`src/rtl/lsd_pkg.sv`:
```
// Shared types and helpers for the LSD lane selector: FSM states, segment class
// codes, a generic segment container and a ceiling-log2 helper.
package lsd_pkg;

  function automatic int log2(input int n);
    int r = 0;
    for (int i = 0; i < 31; i++)
      if ((1 << i) < n) r = i + 1;
    return r;
  endfunction

  typedef enum logic [1:0] {ST_IDLE, ST_SCAN, ST_DRAIN, ST_DONE} state_t;
  typedef enum logic [1:0] {CLS_NONE, CLS_LEFT, CLS_RIGHT} cls_t;

  localparam int SEG_W = 16;
  typedef struct packed {
    logic [SEG_W-1:0] start_v;
    logic [SEG_W-1:0] start_h;
    logic [SEG_W-1:0] end_v;
    logic [SEG_W-1:0] end_h;
  } seg_t;

endpackage

```
`src/rtl/lsd_seg_classifier.sv`:
```
// Stage 2: squared segment length and left/right/none classification.
// Define LSD_LANE_SIDE_CHECK_EN to also require the segment midpoint on the matching half.
module lsd_seg_classifier import lsd_pkg::*; #(
  parameter int V_BITW      = 9,
  parameter int H_BITW      = 10,
  parameter int IMAGE_WIDTH = 640,
  parameter int MIN_LEN_SQ  = 400,
  localparam int L_W = 2 * ((H_BITW > V_BITW) ? H_BITW : V_BITW) + 1
) (
  input  logic signed [V_BITW:0] dv,
  input  logic signed [H_BITW:0] dh,
  input  logic        [H_BITW:0] mid2,
  output logic        [L_W-1:0]  len2,
  output cls_t                   cls
);

`ifdef LSD_LANE_SIDE_CHECK_EN
  localparam bit SIDE_CHK = 1'b1;
`else
  localparam bit SIDE_CHK = 1'b0;
`endif

  // mid2 is twice the midpoint column, so compare against the full width
  localparam logic [H_BITW:0] CENTRE2 = (H_BITW+1)'(IMAGE_WIDTH);
  localparam logic [L_W-1:0]  MIN_L   = L_W'(MIN_LEN_SQ);

  logic [V_BITW:0] av;
  logic [H_BITW:0] ah;
  logic            on_left;

  assign av      = dv[V_BITW] ? -dv : dv;
  assign ah      = dh[H_BITW] ? -dh : dh;
  assign len2    = L_W'(av) * L_W'(av) + L_W'(ah) * L_W'(ah);
  assign on_left = mid2 < CENTRE2;

  always_comb begin
    cls = CLS_NONE;
    if (dv != 0 && dh != 0 && len2 >= MIN_L) begin
      if (dv[V_BITW] != dh[H_BITW]) begin
        if (!SIDE_CHK || on_left) cls = CLS_LEFT;
      end else begin
        if (!SIDE_CHK || !on_left) cls = CLS_RIGHT;
      end
    end
  end

endmodule

```
`src/rtl/lsd_lane_selector.sv`:
```
// Scans the LSD segment buffer on each in_ready rising edge and reports the longest
// left and right lane candidates with a one-cycle out_valid strobe.
module lsd_lane_selector import lsd_pkg::*; #(
  parameter int FRAME_HEIGHT = 480,
  parameter int FRAME_WIDTH  = 640,
  parameter int IMAGE_WIDTH  = 640,
  parameter int RAM_SIZE     = 4096,
  parameter int MIN_LEN_SQ   = 400,
  localparam int V_BITW    = log2(FRAME_HEIGHT),
  localparam int H_BITW    = log2(FRAME_WIDTH),
  localparam int ADDR_BITW = log2(RAM_SIZE)
) (
  input  logic                 clock,
  input  logic                 rst,
  input  logic                 in_ready,
  input  logic [ADDR_BITW:0]   in_line_num,
  output logic [ADDR_BITW-1:0] out_rd_addr,
  input  logic [V_BITW-1:0]    in_start_v,
  input  logic [H_BITW-1:0]    in_start_h,
  input  logic [V_BITW-1:0]    in_end_v,
  input  logic [H_BITW-1:0]    in_end_h,
  output logic                 out_busy,
  output logic                 out_valid,
  output logic                 out_left_found,
  output logic                 out_right_found,
  output logic [V_BITW-1:0]    out_left_start_v,
  output logic [H_BITW-1:0]    out_left_start_h,
  output logic [V_BITW-1:0]    out_left_end_v,
  output logic [H_BITW-1:0]    out_left_end_h,
  output logic [V_BITW-1:0]    out_right_start_v,
  output logic [H_BITW-1:0]    out_right_start_h,
  output logic [V_BITW-1:0]    out_right_end_v,
  output logic [H_BITW-1:0]    out_right_end_h
);

  localparam int L_W = 2 * ((H_BITW > V_BITW) ? H_BITW : V_BITW) + 1;

  typedef struct packed {
    logic [V_BITW-1:0] start_v;
    logic [H_BITW-1:0] start_h;
    logic [V_BITW-1:0] end_v;
    logic [H_BITW-1:0] end_h;
  } lseg_t;

  state_t                 state;
  logic                   ready_q, drain_q, start, last_addr;
  logic [ADDR_BITW:0]     num_q;
  logic [ADDR_BITW-1:0]   addr_q;
  logic                   s1_vld;
  lseg_t                  s1_seg;
  logic signed [V_BITW:0] s1_dv;
  logic signed [H_BITW:0] s1_dh;
  logic [H_BITW:0]        s1_mid2;
  logic [L_W-1:0]         len2, l_len, r_len;
  cls_t                   cls;
  lseg_t                  l_best, r_best, l_out, r_out;
  logic                   l_hit, r_hit;

  assign start     = (state == ST_IDLE) && in_ready && !ready_q;
  assign last_addr = ({1'b0, addr_q} + (ADDR_BITW+1)'(1)) == num_q;
  assign out_busy  = (state == ST_SCAN) || (state == ST_DRAIN);
  assign out_rd_addr = addr_q;

  assign {out_left_start_v,  out_left_start_h,  out_left_end_v,  out_left_end_h}  = l_out;
  assign {out_right_start_v, out_right_start_h, out_right_end_v, out_right_end_h} = r_out;

  always_ff @(posedge clock or posedge rst) begin
    if (rst) begin
      state           <= ST_IDLE;
      ready_q         <= 1'b0;
      drain_q         <= 1'b0;
      num_q           <= '0;
      addr_q          <= '0;
      out_valid       <= 1'b0;
      out_left_found  <= 1'b0;
      out_right_found <= 1'b0;
      l_out           <= '0;
      r_out           <= '0;
    end else begin
      ready_q   <= in_ready;
      out_valid <= 1'b0;
      case (state)
        ST_IDLE: if (start) begin
          addr_q  <= '0;
          num_q   <= in_line_num;
          drain_q <= 1'b0;
          if (in_line_num == '0) begin
            state           <= ST_DONE;
            out_valid       <= 1'b1;
            out_left_found  <= 1'b0;
            out_right_found <= 1'b0;
            l_out           <= '0;
            r_out           <= '0;
          end else begin
            state <= ST_SCAN;
          end
        end
        ST_SCAN: begin
          if (!in_ready)      state <= ST_IDLE;
          else if (last_addr) state <= ST_DRAIN;
          else                addr_q <= addr_q + ADDR_BITW'(1);
        end
        // two cycles let the last segment clear both pipeline stages
        ST_DRAIN: begin
          if (!in_ready) begin
            state <= ST_IDLE;
          end else if (drain_q) begin
            state           <= ST_DONE;
            out_valid       <= 1'b1;
            out_left_found  <= l_hit;
            out_right_found <= r_hit;
            l_out           <= l_best;
            r_out           <= r_best;
          end else begin
            drain_q <= 1'b1;
          end
        end
        default: state <= ST_IDLE;
      endcase
    end
  end

  lsd_seg_classifier #(
    .V_BITW(V_BITW), .H_BITW(H_BITW), .IMAGE_WIDTH(IMAGE_WIDTH), .MIN_LEN_SQ(MIN_LEN_SQ)
  ) u_cls (
    .dv(s1_dv), .dh(s1_dh), .mid2(s1_mid2), .len2(len2), .cls(cls)
  );

  // strict '>' keeps the lower address on equal lengths; a frame start overrides stale updates
  always_ff @(posedge clock or posedge rst) begin
    if (rst) begin
      s1_vld  <= 1'b0;
      s1_seg  <= '0;
      s1_dv   <= '0;
      s1_dh   <= '0;
      s1_mid2 <= '0;
      l_best  <= '0;
      r_best  <= '0;
      l_len   <= '0;
      r_len   <= '0;
      l_hit   <= 1'b0;
      r_hit   <= 1'b0;
    end else begin
      s1_vld  <= (state == ST_SCAN);
      s1_seg  <= {in_start_v, in_start_h, in_end_v, in_end_h};
      s1_dv   <= $signed({1'b0, in_end_v}) - $signed({1'b0, in_start_v});
      s1_dh   <= $signed({1'b0, in_end_h}) - $signed({1'b0, in_start_h});
      s1_mid2 <= {1'b0, in_start_h} + {1'b0, in_end_h};
      if (start) begin
        l_best <= '0;
        r_best <= '0;
        l_len  <= '0;
        r_len  <= '0;
        l_hit  <= 1'b0;
        r_hit  <= 1'b0;
      end else if (s1_vld) begin
        if (cls == CLS_LEFT && len2 > l_len) begin
          l_best <= s1_seg;
          l_len  <= len2;
          l_hit  <= 1'b1;
        end
        if (cls == CLS_RIGHT && len2 > r_len) begin
          r_best <= s1_seg;
          r_len  <= len2;
          r_hit  <= 1'b1;
        end
      end
    end
  end

endmodule
```
`config.mk`:
```
export PLATFORM = sky130hd
export DESIGN_NAME = lsd_lane_selector
export DESIGN_NICKNAME = d
export VERILOG_FILES = /design/src/rtl/lsd_pkg.sv /design/src/rtl/lsd_seg_classifier.sv /design/src/rtl/lsd_lane_selector.sv
export SDC_FILE = /design/constraint.sdc
export NUM_CORES = 1
export LEC_CHECK = 0
export CORE_UTILIZATION = 55
export DETAILED_ROUTE_END_ITERATION = 7
export DONT_BUFFER_PORTS = 1
export PLACE_DENSITY_LB_ADDON = 0.12
export RECOVER_POWER = 50
export REMOVE_ABC_BUFFERS = 1
export SLEW_MARGIN = 20
export SYNTH_ARGS = -nofsm -noshare
export SYNTH_HDL_FRONTEND = slang
export SYNTH_SLANG_ARGS = --single-unit
export TNS_END_PERCENT = 30
```
`constraint.sdc`:
```
create_clock -name clock -period 16.3 [get_ports clock]
set_input_delay 2.445 -clock clock [delete_from_list [all_inputs] [get_ports clock]]
set_output_delay 2.445 -clock clock [all_outputs]
set_load 0.01 [all_outputs]
```
Yosys cells after proc, flatten, opt, wreduce, memory -nomap -nowiden
Cells that the tools add are included.
- bits in registers: 288
- input bits: 54
- output and inout port bits: 92
- logic and storage cells: 142
- $add $sub $neg: 7
- $mul: 2
- order comparisons: 3
- equality and inequality tests: 14
- mux-type cells: 57
- reductions and logical operators: 24
- operator list (cell ; count):
    $mux W38 ; 12
    $pmux W38 S2 ; 2
    $mux W21 ; 6
    $reduce_bool A32 Y1 ; 2
    $gt A21 B21 Y1 ; 2
    $mux W12 ; 3
    $pmux W12 S2 ; 1
    $add A20 B21 Y21 ; 1
    $ge A21 B9 Y1 const B ; 1
    $mul A11 B11 Y21 ; 1
    $mul A10 B10 Y20 ; 1
    $mux W1 ; 18
    $mux W2 ; 8
    $add A12 B1 Y13 const B ; 1
    $eq A13 B13 Y1 ; 1
    $logic_not A13 Y1 ; 1
    $add A12 B1 Y12 const B ; 1
    $mux W11 ; 1
    $neg A11 Y11 ; 1
    $sub A10 B10 Y11 ; 1
    $mux W10 ; 1
    $ne A2 B2 Y1 const B ; 5
    $neg A10 Y10 ; 1
    $reduce_bool A2 Y1 ; 5
    16 further kinds ; 30

Longest topological paths before layout
Gate-level depths: netlist of run 1.
- depth in word-level cells: 12
- mapped depth: 38
- depth with buffers taken out: 35

By module
Synthesis of run 1 repeated with hierarchy kept, for this count alone.
- cells, all modules: 2136
- area total of the unflattened synthesis: 20651.1 um^2
- by module, submodules not included (module ; times used ; cells an instance ; area each (um^2) ; seq. area each (um^2)):
    lsd_lane_selector ; 1 ; 1375 ; 13969.6 ; 7457.2
    lsd_seg_classifier ; 1 ; 761 ; 6681.4 ; 0.0

Worst setup path after synthesis of run 1
Ideal clock, no wire load.
- path type: register -> register
- from: register s1_dh[3]
- to: register l_best[10] (netlist name)
- setup time: 79 ps
- data arrival time: 9062 ps
- data required time: 16221 ps
- slack: 7158 ps
- cell stages (with the launch flop): 32
- path buffers: 2
- clock period less this slack: 9142 ps
- cell sequence: dfrtp_1 -> or4_4 -> or4_1 -> o21ai_0 -> xor2_1 -> nor2_1 -> fa_1 -> inv_1 -> fa_1 -> inv_1 -> fa_1 -> fa_1 -> fa_1 -> fa_1 -> inv_1 -> fa_1 -> inv_1 -> ha_1 -> nand2_1 -> o21ai_0 -> a222oi_1 -> nand3b_1 -> a21oi_1 -> xnor2_1 -> ha_1 -> nand4_1 -> or4_1 -> o31a_1 -> nand4b_1 -> buf_4 -> buf_8 -> mux2i_1
- longest elaborated chain between the ends: 11
- elaborated cells on any way between the ends: 14
- those cells by class: 2 x add/sub; 1 x mul; 2 x order compare; 1 x eq/ne; 2 x mux; 6 x reduce/logical
- ends and longest elaborated chain (item ; line ; RTL):
    from (decl) ; lsd_lane_selector.sv:52 ; logic signed [H_BITW:0] s1_dh;
    from (signal assigned) ; lsd_lane_selector.sv:147 ; s1_dh <= $signed({1'b0, in_end_h}) - $signed({1'b0, in_start_h});
    $neg A11 Y11 ; lsd_seg_classifier.sv:32 ; assign ah = dh[H_BITW] ? -dh : dh;
    $mux W11 ; lsd_seg_classifier.sv:32 ;
    $mul A11 B11 Y21 ; lsd_seg_classifier.sv:33 ; assign len2 = L_W'(av) * L_W'(av) + L_W'(ah) * L_W'(ah);
    $add A20 B21 Y21 ; lsd_seg_classifier.sv:33 ;
    $ge A21 B9 Y1 ; lsd_seg_classifier.sv:38 ; if (dv != 0 && dh != 0 && len2 >= MIN_L) begin
    $logic_and A1 B1 Y1 ; lsd_seg_classifier.sv:38 ;
    $mux W2 ; lsd_seg_classifier.sv:38 ;
    $eq A2 B1 Y1 ; lsd_lane_selector.sv:157 ; if (cls == CLS_LEFT && len2 > l_len) begin
    $logic_and A1 B1 Y1 (*) ; lsd_lane_selector.sv:157 ;
    $reduce_bool A2 Y1 (no source line) (*) ; -- ;
    $reduce_and A2 Y1 (no source line) (*) ; -- ;
    to (signal assigned) ; lsd_lane_selector.sv:158 ; l_best <= s1_seg;
    to (decl) ; lsd_lane_selector.sv:56 ; lseg_t l_best, r_best, l_out, r_out;
Mark *: on every way between the ends. The rest lies on a longest branch, timed or not.
A chain may end at the register's enable or synchronous reset.

Worst setup path after layout of run 1
- from: register s1_dh[3]
- to: register l_best[0] (netlist name)
The elaborated chain is that of the path after synthesis.

==> results of run 1 <==
## final timing paths
path / from / end / slack [ns]
setup reg to reg: s1_dh[3]$_DFF_PP0_ / l_best[0]$_DFFE_PP0P_ / 5.43
setup / recovery: s1_dh[3]$_DFF_PP0_ / l_best[0]$_DFFE_PP0P_ / 5.43
hold reg to reg: r_hit$_DFFE_PP0P_ / r_hit$_DFFE_PP0P_ / 0.50
max in group asynchronous: rst / out_left_end_v[3]$_DFFE_PP0P_ / 10.41
min in group asynchronous: rst / num_q[3]$_DFFE_PP0P_ / 3.47
hold / removal: r_hit$_DFFE_PP0P_ / r_hit$_DFFE_PP0P_ / 0.50
## sequential cells by signal, indices dropped and copies added, names as in the netlist, 11 cells and up
name         cells
out_rd_addr     12
s1_dh           11
r_len           21
l_best          38
num_q           13
r_best          38
s1_seg          38
l_len           21
## cells in the mapped netlist, drive strengths merged, types with 4 or more instances
| cell | count |
|---|---|
| a22o | 4 |
| o21ai | 115 |
| o31a | 4 |
| mux2i | 120 |
| and2 | 5 |
| o31ai | 9 |
| a21oi | 39 |
| ha | 157 |
| xnor2 | 48 |
| nor2b | 12 |
| o211ai | 7 |
| buf | 15 |
| a211oi | 5 |
| and3 | 7 |
| o21a | 9 |
| or4 | 8 |
| dfrtp | 288 |
| mux2 | 14 |
| a31oi | 4 |
| nor2 | 83 |
| nand3b | 4 |
| nand2 | 411 |
| nand4 | 20 |
| nor3 | 9 |
| fa | 148 |
| nand3 | 15 |
| xor2 | 24 |
| a21o | 30 |
| clkbuf | 70 |
| inv | 305 |
| a2111oi | 6 |
| nor4 | 7 |
| nand2b | 13 |
## layer usage
metal	GRT usage	part of all wire
met1	0.323	0.45
met2	0.397	0.48
met3	0.0387	0.044
met4	0.0648	0.027
met5	0	0
## worst register-to-register path: cells and delay by family (launching register included)
kind	cells	cell delay [ns]
AOI/OAI and AO/OA	6	1.58
xor gates and xnor gates	2	0.66
adders and majority gates	9	4.40
buffers and inverters	5	0.96
DFF	1	0.44
muxes	1	0.38
and+or+nand+nor	6	2.35
## kinds of logic (layout without fill, tap and decap cells)
family                     Yosys count  count (layout)  share of synthesized area
other                                2              15                   0.000377
adders and majority gates          305             305                      0.248
DFF                                288             288                      0.362
and+or+nand+nor                    601             601                      0.127
AOI/OAI and AO/OA                  258             258                     0.0810
buffers and inverters              393             378                     0.0800
xor gates and xnor gates            73              73                     0.0332
muxes                              134             134                     0.0683
## metrics by stage
step	hold slack, ns	cells
2_1_floorplan	0.464	1982
3_3_place_gp	0.474	2454
3_5_place_dp	0.481	2454
4_1_cts	0.504	2512
5_1_grt	0.523	2513
6_report	0.501	2513
## final cells by class
type                    instances  area share
multi-input cells            1386       0.524
flip-flops and latches        288       0.338
inverters                     308      0.0543
clock buffers                  42      0.0402
well taps                     461      0.0271
clock inverters                16      0.0108
repair buffers                 12     0.00499
## placed cells by master, fill, tap and decap left out, types with 6 or more instances in the layout
cell	Yosys	final
sky130_fd_sc_hd__dfrtp_1	288	288
sky130_fd_sc_hd__nand2_1	411	411
sky130_fd_sc_hd__conb_1	2	15
sky130_fd_sc_hd__ha_1	157	156
sky130_fd_sc_hd__mux2i_1	120	120
sky130_fd_sc_hd__nor2b_1	12	12
sky130_fd_sc_hd__o31ai_1	9	9
sky130_fd_sc_hd__buf_4	1	10
sky130_fd_sc_hd__clkbuf_16	0	31
sky130_fd_sc_hd__a21oi_1	37	37
sky130_fd_sc_hd__or4_1	7	7
sky130_fd_sc_hd__inv_1	304	303
sky130_fd_sc_hd__mux2_2	14	14
sky130_fd_sc_hd__and3_1	7	7
sky130_fd_sc_hd__fa_1	148	148
sky130_fd_sc_hd__nand3_1	15	15
sky130_fd_sc_hd__a21o_1	30	30
sky130_fd_sc_hd__xnor2_1	47	47
sky130_fd_sc_hd__a2111oi_0	6	6
sky130_fd_sc_hd__nor3_1	9	8
sky130_fd_sc_hd__o21ai_0	112	111
sky130_fd_sc_hd__o211ai_1	7	7
sky130_fd_sc_hd__nor2_1	83	83
sky130_fd_sc_hd__clkbuf_1	70	7
sky130_fd_sc_hd__o21a_1	9	9
sky130_fd_sc_hd__nand4_1	20	20
sky130_fd_sc_hd__xor2_1	24	24
sky130_fd_sc_hd__nand2b_1	13	13
sky130_fd_sc_hd__clkinv_2	0	7
==> summary by stage, run 1 <==
Drt
The number of vias per cell after detailed routing is 5.34. In this run, the number of DRC markers left after iteration 0 of detailed routing was 569. Across all layers, the routed design uses 13400 vias. In this run the remaining antenna-violating nets after routing total 0. The first-pass detailed-route iteration total is 6.

Dividing the detail-routed wire length by the instance count gives 16.5 um. The DRC violation count after routing is 0. Wires add up to 41500 um.

Floorplanning
The die is 192 um wide. Pin placement for this block handled 146 I/O pins. The total area inside the core boundary comes to 35600 sq um. The floorplan row count is 69. Measured along the y axis, the die boundary spans 192 um. The area of the die is 36900 sq um.

The initial utilization of the core area, before any placement, comes to 0.559.

Clock tree
The library cell used as clock root buffer is sky130_fd_sc_hd__clkbuf_16. The clock passes through at most 3 buffers. Clock-pin slew was measured on the worst setup and hold paths at 0.06 ns. The clock latency on the worst-skew pair is 0.58 ns.

The total setup buffers inserted after CTS is 0. The number of buffers created by CTS is 31. The TritonCTS clock tree is yes. The number of H-tree levels is 1. The total number of clock tree sinks is 288. The total of cells resized after clock tree synthesis is 0. Hold repair after CTS inserted 0 buffers.

Yosys
The dominant synthesized flop cell is sky130_fd_sc_hd__dfrtp_1. For this run, the register share of the synthesized area comes to 0.362. The instance count of the mapped netlist is 2054. The total of flip-flops plus latches after synthesis is 288. During synthesis, Yosys emitted a total of 0 warnings. Counting flops with a built-in enable in the synthesized netlist gives 0. By area the synthesized netlist is led by sky130_fd_sc_hd__dfrtp_1 (36%), sky130_fd_sc_hd__fa_1 (15%), sky130_fd_sc_hd__ha_1 (9.9%).

The cell type with the largest total area after synthesis is sky130_fd_sc_hd__dfrtp_1. Summing every instance area after synthesis gives 19900 sq um. Of all flip-flops after synthesis, the portion carrying an async set or reset was 1.00. Of the post-synthesis cell area, the dominant cell type holds 0.362. Dividing the synthesized area by the synthesized cell count gives 9.69 sq um.

Synthesis instantiated 68 different standard cells from the library.

Critical path
The depth of the critical timing path with buffers and inverters included is 29. The worst path arrival time is 11.35 ns. The worst setup path is launched from a flop.

The combined buffer and inverter count along the critical path is 5. The largest delay contributor family on the critical path is adder cells. STA classifies the critical path endpoint as a flop. The most frequent cell on the critical path is sky130_fd_sc_hd__fa_1. The critical setup path kind is flop to flop. For the worst flop-to-flop path, the logic depth is 29. On the worst path, the slowest cell contributes a delay of 0.75 ns. Data on the critical path is required at its endpoint by 16.78 ns. Among all stages on the critical path, the largest delay is contributed by sky130_fd_sc_hd__buf_4. The largest fanout of any net on the critical path is 46.

Placed design
During placement, the flow inserted port buffers numbering 0. The pre-CTS worst setup slack is 5.22 ns. Routability-driven placement finished with a final weighted congestion of 0.865. The standard cell area after detailed placement is 20200 sq um. Once detailed placement completed, the half-perimeter wirelength came to 31200 um.

Final layout
The number of fill cells in the layout is 3095. The net total in the final layout is 2386. The final cell area excluding filler cells is 21300 sq um. The area taken by flip-flops and latches is 7210 sq um. The total inserted antenna cells is 0. The fraction of final layout cells with drive strength greater than 1 is 0.0443. In the final layout, the multi-input gates occupy 11200 sq um. The area growth from synthesis to layout is 7.08%. For this run, the share of the core covered by cells in the final layout is 0.599.

STA
The final critical-path required period is 10.87 ns. The number of hold violations in the final report is 0. The fmax is 92.0 MHz.

The worst pin sits at a relative slew slack of -2.70. The worst path meets setup with 5.43 ns of slack. Setup repair after global routing left no endpoint under its margin. The aggregate negative setup slack is 0 ns. The number of pins with negative max-slew slack in the final report was 173. The clock arrives with 0.0121 ns of skew.

The slew of the pin with the lowest slew margin is 5.52 ns. Setup violations remaining at the end of the flow were counted as 0. Dividing the final minimum period by the clock period gives 0.667.

Global routing
The total global-route track usage is 0.239. After global routing the overflow that remains totals 0. The first global-routing pass estimated 70700 um of wire. The number of antenna violations at the first check in global routing is 0. The number of global-route vias before repair came to 14000. Entering global routing, the biggest net connects 166 pins.

Run status
The checks that failed: max-capacitance violations, max-slew violations. The run finished, with violations left.

Job
The total of max-cap violations is 2.

Worst hold path
Counting instances, the worst hold path has a depth of 1. The class of the tightest hold or removal check is flop to flop.
Power of run 1 is left out: the tool's default activity adds up to more than one toggle a clock period on the data nets, which glitch-free logic cannot reach.
==> run 2, diff against run 1 <==
Clock period 16.3 ns to 10.8 ns, I/O delays scaled along.
==> summary by stage, run 2 (synthesis results as in run 1) <==
Run status
The run finished, with violations left. The checks that failed: max-capacitance violations, max-slew violations.

Drt
In the routed layout, each cell is associated on average with a via count of 5.35. The DRC violation total after the first TritonRoute iteration is 584. Once detail routing completed, the nets flagged for antenna violations numbered 0. The number of vias in the routed layout is 13500. For this run, the detailed router's first-pass iteration total came to 5. The routed wire length is 41600 um. In the final routed layout, each cell accounts on average for 16.5 um. In the routed design, unresolved DRC markers number 0.

Clock tree
Buffers inserted to repair hold after CTS numbered 0. TritonCTS created 31 clock buffers. The clock passes through at most 3 buffers. After clock tree synthesis, the setup repair step added 0 buffers. In this run the number of H-tree levels came out at 1. The total number of clock tree sinks is 288. In this run the clock root is driven by a sky130_fd_sc_hd__clkbuf_16. Post-CTS repair changed the size of 0 cells.

Clock latency on the worst-skew pair, taken at its later pin, is 0.60 ns. The TritonCTS clock tree is yes. The clock transition at the registers of the reported paths is 0.06 ns.

Final layout
The fraction of final layout cells with drive strength greater than 1 is 0.0505. From synthesis to final layout, the design area changed by 7.85%. Leaving out fill and tap cells, the most frequent cell in the layout is sky130_fd_sc_hd__nand2_1. The net count of the finished layout is 2395. The footprint of the multi-input gates is 11200 sq um. The repair_antennas step left the layout with diodes totalling 0. The final cell area excluding filler cells is 21500 sq um. In the final layout, the registers with the most flip-flops are l_best x38, r_best x38, s1_seg x38. Counting the fill cells in the layout gives 3073. Registers take 7210 sq um.

Leaving out fill and tap cells, the most frequent cells in the layout are sky130_fd_sc_hd__nand2_1 (411), sky130_fd_sc_hd__inv_1 (303), sky130_fd_sc_hd__dfrtp_1 (288).

STA
The fmax is 97.7 MHz. The normalized max-slew margin is -2.56. The largest clock skew in the final design is 0.0163 ns. The number of pins with negative max-slew slack in the final report is 377. For the pin with the worst max-slew slack, the measured transition is 5.31 ns.

The number of hold violations in the final report is 0. The portion of the clock cycle consumed by the worst path in the final layout is 0.948. Setup repair after global routing left no endpoint under its margin. The number of setup violations in the final report is 0.

The final critical-path required period is 10.23 ns.

Critical path
The slowest stage of the critical path is the sky130_fd_sc_hd__fa_1 cell. The critical setup path kind is flop to flop. The worst path arrival time is 10.75 ns. Among the stages of the critical path, the cell type that occurs most often is sky130_fd_sc_hd__fa_1. The largest delay contributor family on the critical path is adder cells. At the worst endpoint, the required time is 11.31 ns. The sort of element at the start of the critical path is a flop. STA classifies the critical path endpoint as a flop. Counting both buffers and inverters, the worst setup path holds a total of 5.

Of all nets on the critical path, the largest fanout is 54. The delay of the slowest cell on the worst path is 0.58 ns.

Placed design
Summed over all nets, the half-perimeter wirelength after detailed placement is 31000 um. The count of port buffers added during placement is 0. The standard cell area after detailed placement is 20300 sq um.

Routability-driven placement finished with a final weighted congestion of 0.906.

Job
The total of max-cap violations is 3.

Floorplanning
The die covers 36900 sq um. In this run the standard cell core region covers 35600 sq um. The die boundary height is 192 um. In this run the count of I/O pins placed on the die edge is 146. The initial utilization of the core area, before any placement, comes to 0.559.

The width of the chip is 192 um. The floorplan has 69 rows.

Global routing
The number of global-route vias before repair is 14100. For this run, the total global-route usage over all layers was measured as 0.241. The first global-routing pass estimated 70900 um of wire. The overflow left after global routing is 0. Entering global routing, the biggest net connects 169 pins. The number of antenna violations at the first check in global routing was 0.

Worst hold path
The class of the tightest hold or removal check is flop to flop.
## run 2: cell types whose count changed in the layout (fill, tap and decap cells not counted), sizes merged
cell | previous run | this run
buf | 12 | 19
bufinv | 5 | 8
clkbuf | 42 | 40
clkinv | 10 | 12
inv | 307 | 306
## run 2: final timing paths
| check | startpoint | to | depth (start not counted) | slack [ns] |
|---|---|---|---|---|
| max | s1_dh[3]$_DFF_PP0_ | l_best[21]$_DFFE_PP0P_ | 29 | 0.57 |
| min in group asynchronous | rst | out_rd_addr[2]$_DFFE_PP0P_ | 1 | 2.52 |
| min | r_hit$_DFFE_PP0P_ | r_hit$_DFFE_PP0P_ | 1 | 0.50 |
| max in group asynchronous | rst | r_best[1]$_DFFE_PP0P_ | 2 | 2.70 |
| max reg2reg | s1_dh[3]$_DFF_PP0_ | l_best[21]$_DFFE_PP0P_ | 29 | 0.57 |
| min reg2reg | r_hit$_DFFE_PP0P_ | r_hit$_DFFE_PP0P_ | 1 | 0.50 |
## run 2: layout make-up
| type | instances | share of cell area |
|---|---|---|
| multi-input cells | 1386 | 0.521 |
| flip-flops and latches | 288 | 0.336 |
| inverters | 308 | 0.0539 |
| clock buffers | 38 | 0.0392 |
| well taps | 461 | 0.0269 |
| clock inverters | 20 | 0.0155 |
| repair buffers | 21 | 0.00799 |
## run 2: layer usage
metal,track usage,vias up,share of wire
li1,-,6559,-
met1,0.318,6601,0.44
met2,0.402,257,0.48
met3,0.0482,73,0.057
met4,0.0651,0,0.023
met5,0,-,0
## run 2: worst register-to-register path, delay by kind of cell (launching register included)
| family | cells | cell delay, ns |
|---|---|---|
| adder cells (fa/ha/maj) | 9 | 4.24 |
| AND/OR/NAND/NOR | 8 | 2.83 |
| XOR/XNOR | 1 | 0.22 |
| AO/OA/AOI/OAI | 5 | 1.39 |
| flip-flops | 1 | 0.43 |
| buffers and inverters | 5 | 0.69 |
| multiplexers | 1 | 0.34 |
## run 2: stage by stage
step | std cells | util | worst slack (ns) | TNS (ns) | hold slack, ns
finish | 2522 | 0.603 | 0.566 | 0 | 0.498
global placement | 2464 | 0.571 | 0.457 | 0 | 0.477
floorplan | 1982 | - | -3.66 | -244.96 | 0.464
detailed placement | 2464 | 0.571 | 0.445 | 0 | 0.491
CTS | 2522 | 0.604 | 0.375 | 0 | 0.505
global route | 2522 | 0.603 | 0.0176 | 0 | 0.536
Power of run 2 is left out for the same reason.
